### config.mk
export PLATFORM = sky130hd
export DESIGN_NAME = fixed_point_accumulator
export DESIGN_NICKNAME = d
export VERILOG_FILES = /design/src/rtl/fixed_point_accumulator.sv
export SDC_FILE = /design/constraint.sdc
export NUM_CORES = 1
export LEC_CHECK = 0
export BUFFER_PORTS_ARGS = -buffer_cell sky130_fd_sc_hd__buf_4
export CORE_AREA = 3 3 87 89
export DETAILED_ROUTE_END_ITERATION = 16
export DIE_AREA = 0 0 90 92
export GPL_TIMING_DRIVEN = 0
export MAX_ROUTING_LAYER = met4
export SLEW_MARGIN = 20
export SYNTH_ARGS = -nofsm -noshare
export SYNTH_HDL_FRONTEND = slang
export SYNTH_SLANG_ARGS = --single-unit
export TNS_END_PERCENT = 5
### constraint.sdc
create_clock -name clk -period 6.44 [get_ports clk]
set_input_delay 1.932 -clock clk [delete_from_list [all_inputs] [get_ports clk]]
set_output_delay 1.932 -clock clk [all_outputs]
set_load 0.02 [all_outputs]
### src/rtl/fixed_point_accumulator.sv
// Saturating fixed-point accumulator: sums N signed samples into a wider
// clamped accumulator and hands each block sum downstream over valid/ready.
module fixed_point_accumulator #(
  parameter int IN_I  = 5,
  parameter int IN_F  = 3,
  parameter int ACC_I = 8,
  parameter int ACC_F = 3,
  parameter int N     = 8
) (
  input  logic                   clk,
  input  logic                   rst,
  input  logic                   in_valid,
  output logic                   in_ready,
  input  logic [IN_I+IN_F-1:0]   in_data,
  input  logic                   in_ovf,
  input  logic                   in_unf,
  output logic                   out_valid,
  input  logic                   out_ready,
  output logic [ACC_I+ACC_F-1:0] out_data,
  output logic                   out_sat,
  output logic                   out_err
);

  localparam int W_ACC = ACC_I + ACC_F;
  localparam int SHIFT = ACC_F - IN_F;
  localparam int CW    = (N > 1) ? $clog2(N) : 1;

  localparam logic signed [W_ACC-1:0] ACC_MAX = {1'b0, {(W_ACC-1){1'b1}}};
  localparam logic signed [W_ACC-1:0] ACC_MIN = {1'b1, {(W_ACC-1){1'b0}}};

  typedef enum logic {ACC, HOLD} state_t;

  state_t                  state, state_next;
  logic signed [W_ACC-1:0] acc, aligned, acc_next;
  logic signed [W_ACC:0]   sum;
  logic [CW-1:0]           count;
  logic                    sat, err, sat_next, err_next, clamp;
  logic                    in_fire, last;

  assign in_fire = in_valid && in_ready;
  assign last    = (count == CW'(N - 1));

  // Align the sample to the accumulator's binary point, then add with one
  // guard bit so overflow is visible as a mismatch of the top two bits.
  // NOTE: every always_comb output gets a default first so no latch is inferred.
  always_comb begin
    aligned  = W_ACC'($signed(in_data)) <<< SHIFT;
    sum      = (W_ACC+1)'(acc) + (W_ACC+1)'(aligned);
    clamp    = 1'b0;
    acc_next = sum[W_ACC-1:0];
    if (sum[W_ACC] != sum[W_ACC-1]) begin
      clamp    = 1'b1;
      acc_next = sum[W_ACC] ? ACC_MIN : ACC_MAX;
    end
    sat_next = sat | clamp;
    err_next = err | in_ovf | in_unf;
  end

  always_comb begin
    state_next = state;
    in_ready   = 1'b0;
    out_valid  = 1'b0;
    case (state)
      ACC: begin
        in_ready = 1'b1;
        if (in_valid && last) state_next = HOLD;
      end
      HOLD: begin
        out_valid = 1'b1;
        if (out_ready) state_next = ACC;
      end
      default: state_next = ACC;
    endcase
  end

  // NOTE: sequential state uses non-blocking assignments only.
  always_ff @(posedge clk or posedge rst) begin
    if (rst) state <= ACC;
    else     state <= state_next;
  end

  always_ff @(posedge clk or posedge rst) begin
    if (rst) begin
      acc      <= '0;
      count    <= '0;
      sat      <= 1'b0;
      err      <= 1'b0;
      out_data <= '0;
      out_sat  <= 1'b0;
      out_err  <= 1'b0;
    end else if (in_fire) begin
      if (last) begin
        out_data <= acc_next;
        out_sat  <= sat_next;
        out_err  <= err_next;
        acc      <= '0;
        count    <= '0;
        sat      <= 1'b0;
        err      <= 1'b0;
      end else begin
        acc   <= acc_next;
        count <= count + 1'b1;
        sat   <= sat_next;
        err   <= err_next;
      end
    end
  end

endmodule
==> impl_metrics.ini <==
[critical_path]
reg2reg_to = out_sat
crit_fanout = 8
reg2reg_slack_ns = 3.76
crit_arrival_ns = 4.22
critPathKind = in2reg
worstRegToRegCells = 8
start_kind = input pin
end_kind = flop
r2r-start = acc[0]
setup.worst_path.start = in_data[0]
required_ns = 6.59

[layout]
area_delta_synth_final_pct = 24.9
diodes = 0
fill_cells = 742
drive_above_1_share_pct = 18.9
finalInstanceArea_um2 = 2120
fin_nets = 244

[synthesis]
syn_nets = 209
synth_ff_type = dfrtp_1
ys_seq_elements = 30
synthMuxAreaShare_pct = 0
netlist_area_um2 = 1700
synthAdderAreaFrac_pct = 10.8
synth_top_family_by_area = compound AO/OA/AOI/OAI gates
postSynth.asyncResetShare_pct = 100
synth_cells = 181
synth_edf_count = 0
synth_cell_type_count = 34
ys_seq_area_share_pct = 44.3
synthXorXnorAreaFrac_pct = 3.10
avgSynthCellArea_um2 = 9.37
synth_compound_area_share_pct = 25.8
synth-simple-area-share_pct = 13.4
yosys_warnings = 0

[place]
placed_cell_area_um2 = 2030
dp_hpwl_um = 3110
preCtsSetupSlack_ns = 2.06
place.gp.congestion = 0.831
port_buffers = 28

[sta]
max_freq_ghz = 0.246
rsz0062_at_grt = no
setup_viol = 0
slew-limit-headroom_pct = 58.4
finalHoldViolations = 0
finalCriticalPeriod_ns = 4.07
fin_setup_tns_ns = 0
finalCritPeriodShare_pct = 63.2
slew_violations = 0
worst_pin_slew_ns = 0.623
whs_ns = 0.482
setup_ws_ns = 2.37
fin_skew_ns = 0.00479

[clocking]
cts_max_path_buffers = 2
post-cts-setup-buffer-count = 0
tritoncts = built
cts.sinks = 30
holdBufCountCts = 0
insertion_delay_ns = 0.28
cts_inserted_buffers = 5
h-tree-depth = 2
cts_resized = 0
path_clk_slew_ns = 0.06
clk_root_buffer_cell = clkbuf_8

[detailed_routing]
ant_nets = 0
drtIter0Drc = 114
drcViolationCount = 0
viasPerCell = 4.61
wl_per_cell_um = 12.9
via_count = 1444
drtPass1Iterations = 4
wirelength_um = 4040

[hold_path]
worstHoldStart = out_data[10]
holdPathStages = 2
hold_class = reg2reg
hold_end = out_data[10]

[global_route]
grt_overflow = 0
first_global_vias = 1459
grt_pass1_wl_um = 6980
grt_max_degree = 31
grt_usage_pct = 10.6
antenna_found_initial = 0

[pwr]
power.density_nw_per_um2 = 521
irDropWorstVdd_v = 0.000138
leakage_nw = 1.00

[floorplanning]
die_h_um = 92
top_level_ports = 29
die_area_um2 = 8280
die_x_um = 90
core.rowCount = 30
core_um2 = 6830
start_util_pct = 24.8

[status]
outcome = complete, no violations

[job]
drv_cap = 0
==> power by group <==
part | switching [mW] | total [mW] | internal, mW
logic | 0.363 | 0.622 | 0.258
clock network | 0.0675 | 0.153 | 0.0860
registers | 0.0504 | 0.328 | 0.278
==> placed cells by master (no fill, tap or decap), drive strengths merged <==
master and instances:
dfrtp 30, xnor2 2, nand2 37, buf 29, a211oi 2, a211o 4
or3 1, a21boi 2, fa 1, o211a 1, nor2 6, o21ai 29
a41oi 1, and3 2, nand3 2, a221oi 1, a221o 2, ha 13
clkinv 1, nor3 1, o2bb2ai 1, or2 1, nor2b 1, clkbuf 12
nand4 1, a21o 5, xor2 4, a31oi 4, o21a 2, a21oi 13
nor3b 1, inv 4, a22oi 1
==> layer usage <==
metal | share of wire [%] | vias to the layer above | GRT usage [%]
met3 | 4.3 | 3 | 2.87
met5 | 0 | - | -
met1 | 48 | 694 | 13.2
li1 | - | 721 | -
met2 | 47 | 26 | 17.4
met4 | 0.67 | 0 | 2.30
==> per-stage QoR <==
| step | util (%) | instances | power [mW] |
|---|---|---|---|
| final | 31.0 | 313 | 1.10 |
| after global routing | 31.0 | 313 | 1.21 |
| after CTS | 31.0 | 313 | 1.11 |
| after detailed placement | 29.7 | 305 | 0.956 |
| after global placement | 29.7 | 305 | 0.942 |
| after floorplan | - | 181 | 0.773 |
==> Yosys cell counts, types with 3 or more instances <==
library cell	instances	area share, %
a21oi_1	13	3.8
xor2_1	4	2.1
o21ai_0	27	8.0
nand2_1	37	8.2
nor2_1	6	1.3
a21o_1	5	2.2
a31oi_1	3	1.1
ha_1	13	9.6
clkbuf_1	5	1.1
inv_1	4	0.89
a211o_1	4	2.1
dfrtp_1	30	44
==> worst max-delay path by stage <==
| stage | to | slack (ns) | depth (start not counted) |
|---|---|---|---|
| 2_1_floorplan | out_data[2] | 2.49 | 8 |
| 3_3_place_gp | out_sat | 2.14 | 9 |
| 3_5_place_dp | out_sat | 2.06 | 9 |
| 4_1_cts | out_sat | 2.37 | 9 |
| 5_1_grt | out_sat | 2.24 | 9 |
| 6_report | out_sat | 2.37 | 9 |
==> critical path, cell delays in order <==
cell	delay, ns
buf_4	0.11
ha_1	0.21
fa_1	0.40
a21o_1	0.24
a221o_1	0.38
a21o_1	0.23
a31oi_4	0.31
nor3b_2	0.27
a31oi_1	0.13
==> flip-flops by register name, summed over array words and instances (netlist names) <==
register  flops
acc          11
out_data     11
count         3
err           1
out_err       1
out_sat       1
sat           1
state         1
==> area by class of cell <==
| cell class | instances | area (um^2) | share of cell area (%) |
|---|---|---|---|
| clock buffer | 7 | 86.3 | 4.08 |
| tap | 96 | 120 | 5.67 |
| inverter | 4 | 15.0 | 0.709 |
| sequential | 30 | 751 | 35.5 |
| timing repair buffer | 28 | 210 | 9.93 |
| multi-input combinational | 141 | 900 | 42.5 |
| clock inverter | 1 | 5.00 | 0.236 |
| buffer | 6 | 30.0 | 1.42 |
==> cell families after synthesis <==
group | after synthesis
AOI/OAI and AO/OA | 68
xor gates and xnor gates | 6
adders and majority gates | 14
buffers and inverters | 10
DFF | 30
and+or+nand+nor | 53
Note: power is estimated with default switching activity, not from simulation.
